`config.mk`:
```
export PLATFORM = sky130hd
export DESIGN_NAME = tank_ctrl
export DESIGN_NICKNAME = d
export VERILOG_FILES = /design/src/rtl/tank_pkg.sv /design/src/rtl/tank_tick_gen.sv /design/src/rtl/tank_ctrl.sv
export SDC_FILE = /design/constraint.sdc
export NUM_CORES = 1
export LEC_CHECK = 0
export CELL_PAD_IN_SITES_DETAIL_PLACEMENT = 0
export CELL_PAD_IN_SITES_GLOBAL_PLACEMENT = 2
export CORE_MARGIN = 2
export CORE_UTILIZATION = 32
export CTS_CLUSTER_DIAMETER = 60
export DETAILED_ROUTE_END_ITERATION = 16
export PLACE_DENSITY_LB_ADDON = 0.1
export SKIP_LAST_GASP = 1
export SYNTH_ARGS = -nofsm -noshare
export SYNTH_HDL_FRONTEND = slang
export SYNTH_SLANG_ARGS = --single-unit
```
`constraint.sdc`:
```
create_clock -name clk -period 2.3 [get_ports clk]
set_input_delay 0.23 -clock clk [delete_from_list [all_inputs] [get_ports clk]]
set_output_delay 0.23 -clock clk [all_outputs]
set_load 0.02 [all_outputs]
```
`src/rtl/tank_pkg.sv`:
```
// tank_pkg: shared types and constants for the tank controller (headings, game states, FSM states, overlap helper).
package tank_pkg;
  typedef enum logic [1:0] {
    DIR_UP    = 2'd0,
    DIR_RIGHT = 2'd1,
    DIR_DOWN  = 2'd2,
    DIR_LEFT  = 2'd3
  } dir_t;

  typedef enum logic [1:0] {
    S_IDLE,
    S_RUN,
    S_PEND,
    S_COMMIT
  } state_t;

  localparam logic [1:0] ST_TITLE = 2'b00;
  localparam logic [1:0] ST_PLAY  = 2'b01;
  localparam logic [1:0] ST_PAUSE = 2'b10;
  localparam logic [1:0] ST_OVER  = 2'b11;

  localparam int MAP_W_DEF = 40;
  localparam int MAP_H_DEF = 30;

  // Tanks occupy 2x2 cells, so two tanks collide when both axis distances are below 2.
  function automatic logic overlap(input logic [5:0] ax, input logic [5:0] ay,
                                   input logic [5:0] bx, input logic [5:0] by);
    logic signed [6:0] dx, dy;
    dx = $signed({1'b0, ax}) - $signed({1'b0, bx});
    dy = $signed({1'b0, ay}) - $signed({1'b0, by});
    return (dx >= -7'sd1) && (dx <= 7'sd1) && (dy >= -7'sd1) && (dy <= 7'sd1);
  endfunction
endpackage

```
`src/rtl/tank_tick_gen.sv`:
```
// tank_tick_gen: motion-rate counter emitting a one-cycle tick every PERIOD enabled cycles.
//  clk     in  clock
//  rst_n   in  synchronous active-low reset
//  en_i    in  count enable (counter frozen when low)
//  clr_i   in  synchronous clear to 0
//  tick_o  out high in the enabled cycle where the count is PERIOD-1
module tank_tick_gen #(
  parameter int PERIOD = 2_500_000
) (
  input  logic clk,
  input  logic rst_n,
  input  logic en_i,
  input  logic clr_i,
  output logic tick_o
);
  localparam int CW = (PERIOD > 1) ? $clog2(PERIOD) : 1;

  logic [CW-1:0] cnt_q, cnt_d;

  assign tick_o = en_i && (cnt_q == CW'(PERIOD - 1));

  always_comb cnt_d = clr_i ? '0 : tick_o ? '0 : en_i ? cnt_q + CW'(1) : cnt_q;

  always_ff @(posedge clk)
    if (!rst_n) cnt_q <= '0;
    else cnt_q <= cnt_d;
endmodule

```
`src/rtl/tank_ctrl.sv`:
```
// tank_ctrl: per-player tank motion/fire controller producing grid position, heading and a fire pulse.
//  clk, rst_n                    clock, synchronous active-low reset
//  i_top_state                   game state (TITLE/PLAY/PAUSE/OVER)
//  i_VGA_buzy                    renderer busy, blocks move commit
//  i_up/i_down/i_left/i_right    joystick levels, priority up>down>left>right
//  i_fire                        fire button level
//  i_other_x/i_other_y           opponent position
//  o_x/o_y/o_dir                 tank position and heading
//  o_fire                        one-cycle shot request
//  o_moving                      high in the cycle a move/turn is committed
// Build option TANK_CTRL_WRAP_EN: off-grid moves wrap to the opposite border instead of being rejected.
module tank_ctrl
  import tank_pkg::*;
#(
  parameter int   MAP_W       = MAP_W_DEF,
  parameter int   MAP_H       = MAP_H_DEF,
  parameter int   INIT_X      = 2,
  parameter int   INIT_Y      = 2,
  parameter dir_t INIT_DIR    = DIR_DOWN,
  parameter int   MOVE_PERIOD = 2_500_000,
  parameter int   FIRE_CD     = 5
) (
  input  logic       clk,
  input  logic       rst_n,
  input  logic [1:0] i_top_state,
  input  logic       i_VGA_buzy,
  input  logic       i_up,
  input  logic       i_down,
  input  logic       i_left,
  input  logic       i_right,
  input  logic       i_fire,
  input  logic [5:0] i_other_x,
  input  logic [5:0] i_other_y,
  output logic [5:0] o_x,
  output logic [5:0] o_y,
  output logic [1:0] o_dir,
  output logic       o_fire,
  output logic       o_moving
);
  localparam int CDW = $clog2(FIRE_CD + 1);
  localparam logic signed [6:0] XMAX = 7'(MAP_W - 2);
  localparam logic signed [6:0] YMAX = 7'(MAP_H - 2);

  state_t state_q, state_d;
  dir_t sel, dir_q, dir_d, cdir_q, cdir_d;
  logic [5:0] x_q, x_d, y_q, y_d, cx_q, cx_d, cy_q, cy_d, ox_q, ox_d, oy_q, oy_d, mx, my;
  logic [CDW-1:0] cd_q, cd_d;
  logic signed [6:0] nx, ny;
  logic play, title, tick, any_dir, turn, load, accept, mok;
  logic turn_q, turn_d, ok_q, ok_d, fire_q, fire_d, fprev_q;

  assign play    = i_top_state == ST_PLAY;
  assign title   = i_top_state == ST_TITLE;
  assign any_dir = i_up | i_down | i_left | i_right;
  assign sel     = i_up ? DIR_UP : i_down ? DIR_DOWN : i_left ? DIR_LEFT : DIR_RIGHT;
  assign turn    = sel != dir_q;

  tank_tick_gen #(.PERIOD(MOVE_PERIOD)) u_tick (
    .clk   (clk),
    .rst_n (rst_n),
    .en_i  (play),
    .clr_i (title),
    .tick_o(tick)
  );

  always_comb
    state_d = !play               ? S_IDLE :
              state_q == S_IDLE   ? S_RUN :
              state_q == S_RUN    ? ((tick && any_dir) ? S_PEND : S_RUN) :
              state_q == S_PEND   ? (i_VGA_buzy ? S_PEND : S_COMMIT) :
                                    S_RUN;

  // One-cell step along the current heading, signed so a step off the top/left edge shows as -1.
  always_comb begin
    nx = $signed({1'b0, x_q}) + (dir_q == DIR_RIGHT ? 7'sd1 : dir_q == DIR_LEFT ? -7'sd1 : 7'sd0);
    ny = $signed({1'b0, y_q}) + (dir_q == DIR_DOWN ? 7'sd1 : dir_q == DIR_UP ? -7'sd1 : 7'sd0);
`ifdef TANK_CTRL_WRAP_EN
    mx  = (nx < 0) ? 6'(XMAX) : (nx > XMAX) ? 6'd0 : nx[5:0];
    my  = (ny < 0) ? 6'(YMAX) : (ny > YMAX) ? 6'd0 : ny[5:0];
    mok = 1'b1;
`else
    mx  = nx[5:0];
    my  = ny[5:0];
    mok = (nx >= 0) && (nx <= XMAX) && (ny >= 0) && (ny <= YMAX);
`endif
  end

  // The request is frozen at the tick: target, heading and the opponent's position at that moment.
  // The opponent test runs in COMMIT against the frozen copy, so later opponent motion cannot change it.
  always_comb begin
    load   = (state_q == S_RUN) && tick && any_dir;
    turn_d = load ? turn : turn_q;
    ok_d   = load ? (turn | mok) : ok_q;
    cdir_d = load ? sel : cdir_q;
    cx_d   = load ? (turn ? x_q : mx) : cx_q;
    cy_d   = load ? (turn ? y_q : my) : cy_q;
    ox_d   = load ? i_other_x : ox_q;
    oy_d   = load ? i_other_y : oy_q;
    accept = (state_q == S_COMMIT) && play && (turn_q || (ok_q && !overlap(cx_q, cy_q, ox_q, oy_q)));
    x_d    = title ? 6'(INIT_X) : accept ? cx_q : x_q;
    y_d    = title ? 6'(INIT_Y) : accept ? cy_q : y_q;
    dir_d  = title ? INIT_DIR : accept ? cdir_q : dir_q;
  end

  always_comb begin
    fire_d = play && i_fire && !fprev_q && (cd_q == '0);
    cd_d   = title ? '0 : fire_d ? CDW'(FIRE_CD) : (tick && cd_q != '0) ? cd_q - CDW'(1) : cd_q;
  end

  always_ff @(posedge clk)
    if (!rst_n) begin
      state_q <= S_IDLE;
      x_q     <= 6'(INIT_X);
      y_q     <= 6'(INIT_Y);
      dir_q   <= INIT_DIR;
      cdir_q  <= DIR_UP;
      cx_q    <= '0;
      cy_q    <= '0;
      ox_q    <= '0;
      oy_q    <= '0;
      turn_q  <= 1'b0;
      ok_q    <= 1'b0;
      cd_q    <= '0;
      fire_q  <= 1'b0;
      fprev_q <= 1'b0;
    end else begin
      state_q <= state_d;
      x_q     <= x_d;
      y_q     <= y_d;
      dir_q   <= dir_d;
      cdir_q  <= cdir_d;
      cx_q    <= cx_d;
      cy_q    <= cy_d;
      ox_q    <= ox_d;
      oy_q    <= oy_d;
      turn_q  <= turn_d;
      ok_q    <= ok_d;
      cd_q    <= cd_d;
      fire_q  <= fire_d;
      fprev_q <= i_fire;
    end

  assign o_x      = x_q;
  assign o_y      = y_q;
  assign o_dir    = dir_q;
  // A shot latched in the last PLAY cycle is suppressed if the game has just left PLAY.
  assign o_fire   = fire_q && play;
  assign o_moving = accept;
endmodule

```
# Yosys cells after proc, flatten, opt, wreduce, memory -nomap -nowiden
# Cells that the tools add are included.
# classes
n_addsub	6
n_lt_le_gt_ge	8
eq_ne	9
muxes	16
bitwise	6
n_reduce_logical	32
# ops
operator	count
7-bit by 1-bit greater-or-equal comparator with 1-bit output, second input constant	4
7-bit two-way mux	4
22-bit by 1-bit adder with 22-bit output, second input constant	1
22-bit == test, second input constant	1
1-bit logical AND	18
7-bit adder	2
7-bit by 2-bit less-or-equal comparator with 1-bit output, second input constant	2
6-bit by 6-bit subtractor with 7-bit output	2
2-bit two-way mux	6
6-bit two-way mux	2
3-bit OR reduction	3
2-bit == test, second input constant	4
7-bit by 6-bit less-or-equal comparator with 1-bit output, second input constant	1
7-bit less-or-equal comparator, second input constant	1
2-bit by 1-bit == test with 1-bit output, second input constant	3
2-bit logical NOT	3
3-bit two-way mux	2
1-bit OR	4
3-bit logical NOT	1
3-bit nonzero test	1
3-bit by 1-bit subtractor with 3-bit output, second input constant	1
1-bit logical NOT	2
1-bit two-way mux	2
2-bit inequality test	1
other kinds (5)	6
# word_totals
reg_bits	71
input_bits	22
out_inout_bits	16
elab_cells	94

# Depth between registers and ports, before layout
# Gate-level depths: netlist of the first run.
# logic_depth
word_depth	9
mapped_depth	11
ltp_nobuf	10

# Cells and area by module
# From an unflattened synthesis of the first run, not the netlist that was laid out.
# unflattened
hier_cells	504
hier_area_um2	4175.3
# by_module_without_submodules
module	instances	cells_per_inst	area_per_inst_um2	seq_area_each_um2
tank_ctrl	1	379	3115.5	980.9
tank_tick_gen	1	125	1059.8	440.4

# Worst setup path before layout of the first run
# Ideal clock, no wire load.
# synth_timing
path_kind	register to register
from	register cx_q[0]
to	register dir_q[0] (netlist: o_dir[0])
setup_ps	85
t_arrival_ps	2462
required_time_ps	2215
slack_ps	-246
path_stages_with_launch	10
n_path_buf	0
synth_period_minus_slack_ps	2546
path_cell_list	dfxtp_1 -> inv_1 -> ha_1 -> fa_1 -> a2111oi_0 -> nand2_1 -> or4_4 -> a22oi_4 -> nor2_1 -> o31ai_2
# synth_between
elab_chain_cells	9
word_cells_on_any_way	10
cone_classes	1 x add/sub; 2 x order compare; 7 x reduce/logical
# synth_rtl
element	line_no	text
start, declared	tank_ctrl.sv:46	logic [5:0] x_q, x_d, y_q, y_d, cx_q, cx_d, cy_q, cy_d, ox_q, ox_d, oy_q, oy_d, mx, my;
start signal, assigned	tank_ctrl.sv:117	cx_q <= '0;
start signal, assigned	tank_ctrl.sv:132	cx_q <= cx_d;
6-bit by 6-bit subtractor with 7-bit output *	tank_pkg.sv:29	dx = $signed({1'b0, ax}) - $signed({1'b0, bx});
7-bit by 1-bit greater-or-equal comparator with 1-bit output or 7-bit by 2-bit less-or-equal comparator with 1-bit output (tied branches)	tank_pkg.sv:31	return (dx >= -7'sd1) && (dx <= 7'sd1) && (dy >= -7'sd1) && (dy <= 7'sd1);
1-bit logical AND * (3 in series)	tank_pkg.sv:31	
1-bit logical NOT *	tank_ctrl.sv:99	accept = (state_q == S_COMMIT) && play && (turn_q || (ok_q && !overlap(cx_q, cy_q, ox_q, oy_q)));
1-bit logical AND *	tank_ctrl.sv:99	
1-bit logical OR *	tank_ctrl.sv:99	
1-bit logical AND *	tank_ctrl.sv:99	
via o_moving	tank_ctrl.sv:38	output logic o_moving
end signal, assigned	tank_ctrl.sv:130	dir_q <= dir_d;
end, declared	tank_ctrl.sv:45	dir_t sel, dir_q, dir_d, cdir_q, cdir_d;
# Mark *: on every way through the listed nets, which the timed path passes. The rest lies on a longest branch.
# A chain may end at the register's enable or synchronous reset.

# Worst setup path in the final report of the first run
# layout_timing
from	register cx_q[0]
to	output port o_moving
# layout_between
elab_chain_cells	9
word_cells_on_any_way	10
cone_classes	1 x add/sub; 2 x order compare; 7 x reduce/logical
# layout_rtl
element	line_no
6-bit by 6-bit subtractor with 7-bit output *	tank_pkg.sv:29
7-bit by 1-bit greater-or-equal comparator with 1-bit output or 7-bit by 2-bit less-or-equal comparator with 1-bit output (tied branches)	tank_pkg.sv:31
1-bit logical AND * (3 in series)	tank_pkg.sv:31
1-bit logical NOT *	tank_ctrl.sv:99
1-bit logical AND *	tank_ctrl.sv:99
1-bit logical OR *	tank_ctrl.sv:99
1-bit logical AND *	tank_ctrl.sv:99
end, declared	tank_ctrl.sv:38
# Mark *: on every way between the ends. The rest lies on a longest branch, timed or not.

==> results of run 1 <==
[worst max-delay path, cell delays in order, from the launching register on]
cell and delay, ps:
dfxtp_2 330, inv_2 40, ha_4 150, fa_2 470, a2111oi_4 190, nand2_1 80
or4_4 510, a22oi_4 290, nor2_4 80, buf_6 140
[metal layers]
metal | part of all wire [%] | GRT usage (%)
met3 | 2.8 | 3.96
met2 | 51 | 31.0
met4 | 2.0 | 6.10
met1 | 45 | 20.9
met5 | 0 | 0
[power by group]
part | switching [W] | total (W) | internal [W]
clock | 0.000555 | 0.00142 | 0.000869
combinational | 0.0000590 | 0.000128 | 0.0000690
sequential | 0.00000227 | 0.00124 | 0.00123
total | 0.000617 | 0.00279 | 0.00217
[cells in the mapped netlist, types with 14 or more instances]
cell / n / area [um2]
a21boi_0: 14 / 105
a21oi_1: 30 / 150
dfxtp_1: 71 / 1420
ha_1: 23 / 288
inv_1: 22 / 82.6
nand2_1: 57 / 214
nand3_1: 23 / 115
nor2_1: 39 / 146
o21ai_0: 20 / 100
xnor2_1: 23 / 201
xor2_1: 14 / 123
[state kept, by name, indices dropped and copies added, names as in the netlist, 3 cells and up]
register      count
o_y               6
cd_q              3
o_x               6
u_tick.cnt_q     22
cx_q              6
cy_q              6
ox_q              6
oy_q              6
[repair_timing]
item,4_1_cts,5_1_grt
hold buffers,0,0
pin swaps,6,17
resized for setup,10,25
setup buffers,3,7
gates cloned,2,2
setup endpoints to repair,15,28
[through the flow]
step | area [um2] | worst slack, ps | setup TNS [ps] | power, W
after CTS | 5720 | -586 | -5430 | 0.00284
after floorplan | 4250 | -150 | -1790 | 0.00131
after detailed placement | 5360 | -642 | -5630 | 0.00139
after global placement | 5360 | -587 | -4900 | 0.00139
final | 5890 | -542 | -6060 | 0.00279
after global routing | 5890 | -641 | -7750 | 0.00289
[worst min path at each step]
| stage | start | to | slack, ps |
|---|---|---|---|
| after CTS | i_other_y[3] | oy_q[3]$_SDFFE_PN0P_ | 440 |
| after global placement | ox_q[3]$_SDFFE_PN0P_ | ox_q[3]$_SDFFE_PN0P_ | 450 |
| final | i_other_x[2] | ox_q[2]$_SDFFE_PN0P_ | 450 |
| after floorplan | i_VGA_buzy | state_q[0]$_SDFF_PN0_ | 350 |
| after detailed placement | ox_q[2]$_SDFFE_PN0P_ | ox_q[2]$_SDFFE_PN0P_ | 460 |
| after global routing | i_other_y[4] | oy_q[4]$_SDFFE_PN0P_ | 450 |
[final cells by class]
class | instances | area share (%)
sequential | 71 | 24.3
multi-input combinational | 383 | 46.8
clock buffer | 11 | 4.12
tap | 172 | 3.66
timing repair buffer | 127 | 18.8
inverter | 22 | 1.40
clock inverter | 5 | 0.978
[cells by family after synthesis]
| group | Yosys count |
|---|---|
| mux | 13 |
| buf+inv | 40 |
| flops | 71 |
| xor+xnor | 37 |
| fa+ha+maj | 26 |
| compound gates | 111 |
| simple gates | 195 |
==> flow_metrics.tcl, run 1 <==
set metrics [dict create \
    n_fill_cell 1314 \
    multi_input_area_um2 2750 \
    antenna_cells 0 \
    path_max_fanout 2 \
    end_kind "primary output" \
    layout_commonest_cell "buf_4" \
    vias 3934 \
    routed_wl_um 11900 \
    mostFrequentLayoutCells "buf_4 (80), dfxtp_1 (66), nand2_1 (57)" \
    dp_hpwl_um 8540 \
    rsz0062_at_grt "yes" \
    synthAdderAreaFrac_pct 8.34 \
    synth_cells 493 \
    synth_top_family_by_area "simple AND/OR/NAND/NOR gates" \
    critPathLaunch "cx_q[0]$_SDFFE_PN0P_" \
    setup.worst_path.class "flip-flop to primary output" \
    viasPerCell 4.97 \
    instances_no_fill 791 \
    vdd_drop_max_uv 439 \
    start_util_pct 32.9 \
    reg2reg_depth 12 \
    clk_pin_slew_ps 60 \
    synth_mux_area_share_pct 3.21 \
    die_w_um 118 \
    gp_congestion 0.760 \
    drtIter0Drc 119 \
    fin_ws_ps -542 \
    dp_cells 762 \
    powerDensity_nw_per_um2 474 \
    synthSimpleGateAreaFrac_pct 23.8 \
    insertion_delay_ps 350 \
    setup_violations 15 \
    die_area_um2 14000 \
    clock-sinks 71 \
    drc_errors 0 \
    async_flop_share_pct 0 \
    r2r_setup_slack_ps -460 \
    maxSlewViolCount 0 \
    r2r-start "cx_q[0]$_SDFFE_PN0P_" \
    ios 38 \
    maxCapViolations 0 \
    grt_usage_pct 17.6 \
    synth_xor_area_share_pct 7.77 \
    crit_arrival_ps 2610 \
    grt_pass1_wl_um 19600 \
    core_um2 12700 \
    yosys_register_bits 71 \
    violations "setup timing" \
    regArea_um2 1430 \
    hold_viol 0 \
    root_buffer "clkbuf_16" \
    synth_cell_types 64 \
    dominantRegCellSynth "dfxtp_1" \
    numCtsBuffers 9 \
    utilization_pct 46.5 \
    grt_max_degree 32 \
    clock-skew-final_ps 9.12 \
    whs_path_depth 3 \
    rows 41 \
    hold_path_class "input port to flip-flop" \
    gr-total-overflow 0 \
    synth_compound_area_share_pct 18.4 \
    synthesis.area_um2 4170 \
    fin_hold_ws_ps 452 \
    outcome "finished, violations left" \
    leakagePower_nw 2.35 \
    cts_tree "yes" \
    ant_nets 0 \
    ys.warnings.count 0 \
    synth_edf_count 0 \
    io_buffers 37 \
    dr.pass1.iters 4 \
    min_period_ps 2840 \
    die_h_um 118 \
    fin_nets 662 \
    yosysSeqAreaShare_pct 34.1 \
    antenna_found_initial 0 \
    crit_required_ps 2070 \
    cts-htree-levels 3 \
    worst_pin_slew_ps 453 \
    max_freq_ghz 0.352 \
    cts_buffer_depth 2 \
    start_kind "flip-flop" \
    syn_avg_cell_area_um2 8.46 \
    maxSlewHeadroom_pct 69.4 \
    post-route-period-util_pct 124 \
    r2r-end "o_dir[0]$_SDFFE_PP0P_" \
    crit_end "o_moving" \
    drive_above_1_share_pct 24.4 \
    synth_nets 541 \
    grt_pass1_vias 3988 \
    route.detailed.wl_per_inst_um 15.1 \
    area_growth_pct 41.1 \
]
No activity file was read; power rests on OpenSTA's default activity.
==> run 2: changes to the inputs <==
- ABC_AREA: unset -> 1
- CORE_UTILIZATION: 32 -> 30
- MAX_ROUTING_LAYER: unset -> met4
==> flow_metrics.tcl, run 2 <==
set metrics [dict create \
    ys.warnings.count 0 \
    synth.largest_area_cell "dfxtp_1" \
    outcome "finished, violations left" \
    synth_xor_area_share_pct 2.39 \
    rows 44 \
    hold_path_class "input port to flip-flop" \
    die_w_um 125 \
    crit_required_ps 2070 \
    maxSlewHeadroom_pct 60.9 \
    slowest_delay_ps 430 \
    synth_top_family_by_area "simple AND/OR/NAND/NOR gates" \
    max_freq_ghz 0.393 \
    viasPerCell 4.76 \
    ios 38 \
    antenna_found_initial 0 \
    synth_nets 688 \
    worst-path-buf-inv 2 \
    yosysSeqAreaShare_pct 32.3 \
    cts_buffer_depth 2 \
    power_w 0.00278 \
    start_kind "flip-flop" \
    io_buffers 37 \
    clock-sinks 71 \
    maxSlewViolCount 0 \
    drive_above_1_share_pct 19.8 \
    synth_mux_area_share_pct 0 \
    fin_area_um2 5860 \
    hp-start "i_fire" \
    dr.pass1.iters 4 \
    gp_congestion 0.808 \
    vdd_drop_max_uv 416 \
    violations "setup timing" \
    end_kind "primary output" \
    finalSetupTns_ps -1450 \
    synthSimpleGateAreaFrac_pct 30.7 \
    syn_avg_cell_area_um2 6.88 \
    cts-htree-levels 3 \
    vias 4403 \
    yosysTopAreaCellShare_pct 32.3 \
    root_buffer "clkbuf_16" \
    synthAdderAreaFrac_pct 7.90 \
    synth_cell_types 44 \
    crit_family "simple AND/OR/NAND/NOR gates" \
    utilization_pct 40.6 \
    start_util_pct 30.5 \
    critPathLaunch "ox_q[0]$_SDFFE_PN0P_" \
    clk_pin_slew_ps 60 \
    grt_usage_pct 18.0 \
    route.detailed.wl_per_inst_um 14.3 \
    antenna_cells 0 \
    die_area_um2 15700 \
    yosys_register_bits 71 \
    hold_viol 0 \
    leakagePower_nw 2.51 \
    grt_pass1_wl_um 21700 \
    fin_ws_ps -242 \
    routed_wl_um 13200 \
    cp_slowest_cell "fa_2" \
    dominantRegCellSynth "dfxtp_1" \
    cts_tree "yes" \
    area_growth_pct 33.1 \
    path_max_fanout 2 \
    drtIter0Drc 163 \
    synth.most_common_cell "nand2_1" \
    mostFrequentLayoutCells "nand2_1 (125), inv_1 (84), dfxtp_1 (67)" \
    ant_nets 0 \
    die_h_um 125 \
    insertion_delay_ps 350 \
    worst_pin_slew_ps 586 \
    yosys-top-cells-area "dfxtp_1 (32%), nand2_1 (11%), inv_1 (7.6%), a21oi_1 (7.3%), ha_1 (6.5%)" \
    rsz0062_at_grt "yes" \
    grt_max_degree 35 \
    gr-total-overflow 0 \
    synth_edf_count 0 \
    grt_pass1_vias 4381 \
    placed_cell_area_um2 5370 \
    setup_violations 15 \
    clock-skew-final_ps 8.36 \
    path_cells "ha_4 > fa_2 > or2_4 > nor2_2 > nand3_1 > nor2_1 > nand3_1 > nand2_1 > nand2_1 > nand2_2 > nand2_4 > nand2_4 > inv_2 > buf_6" \
    layout_commonest_cell "nand2_1" \
    setup.worst_path.class "flip-flop to primary output" \
    fin_hold_ws_ps 442 \
    core_um2 14400 \
    dp_hpwl_um 9760 \
    numCtsBuffers 9 \
    largest_reg_flops 22 \
    synth_compound_area_share_pct 16.6 \
    r2r-start "ox_q[0]$_SDFFE_PN0P_" \
    maxCapViolations 0 \
    crit_arrival_ps 2310 \
    synth_common_cells "nand2_1 (127), inv_1 (89), dfxtp_1 (71), a21oi_1 (64), nor2_1 (56)" \
    powerDensity_nw_per_um2 474 \
    synthesis.area_um2 4400 \
    fin_nets 784 \
    post-route-period-util_pct 111 \
    async_flop_share_pct 0 \
    drc_errors 0 \
    min_period_ps 2540 \
    synth_cells 640 \
    regMostFlops "u_tick.cnt_q" \
    hold_buffers 0 \
]
==> run 2: changes by cell type in the layout (fill, tap and decap cells not counted), moves of 8 or more <==
cell,delta
a21oi_2,+8
buf_4,-21
o211a_1,-9
nand3_1,+25
nand2_1,+68
xnor2_1,-19
mux2i_1,-10
o21ai_0,+17
a21boi_0,-14
inv_1,+64
a21oi_1,+29
nor2_1,+14
==> run 2: what timing repair did <==
action,CTS,global route
endpoints found under the hold margin,0,0
endpoints found under the setup margin,15,17
buffers inserted,1,2
gates resized for setup,24,24
pin swaps,15,12
gates cloned,2,0
==> run 2: path summary, 6_finish.rpt <==
check | depth (start not counted) | slack (ps) | endpoint
max | 14 | -240 | o_moving
min | 3 | 440 | fprev_q$_SDFF_PN0_
max reg2reg | 15 | -170 | o_x[0]$_SDFFE_PP0P_
min reg2reg | 1 | 460 | u_tick.cnt_q[18]$_SDFFE_PP0N_
==> run 2: final cells by class <==
class                      count  area [um2]
fill                        1532        8560
multi-input combinational    459        2640
sequential                    71        1430
timing repair buffer         100         915
inverter                      95         359
clock buffer                  11         233
tap                          184         230
clock inverter                 5        58.8
==> run 2: worst min-delay path: cells and delay by family <==
family,cells,cell delay [ps]
buffers and inverters,2,450
and+or+nand+nor,1,70
==> run 2: cells by family after synthesis <==
group / Yosys count
buffers and inverters: 110
XOR/XNOR: 12
flip-flops: 71
adder cells (fa/ha/maj): 26
AND/OR/NAND/NOR: 288
AO/OA/AOI/OAI: 133
==> run 2: report_power, final <==
group	internal (W)	switching, W	total [W]
Clock	0.000840	0.000565	0.00141
Sequential	0.00123	0.00000248	0.00124
Combinational	0.0000608	0.0000777	0.000139
==> run 2: stage by stage <==
step,std cells,setup WS (ps)
after floorplan,640,11.5
final,925,-242
after CTS,923,-383
after global routing,925,-414
after detailed placement,904,-526
after global placement,904,-523
==> run 2: layer usage <==
metal  GRT usage, %  part of all wire [%]  wire, um  up-vias
met5              -                     0         0        -
met4           6.34                   2.1       283        0
met3           3.34                   2.6       340       16
met2           32.4                    52      6850       42
met1           19.8                    44      5780     2050
li1               -                     -         -     2295
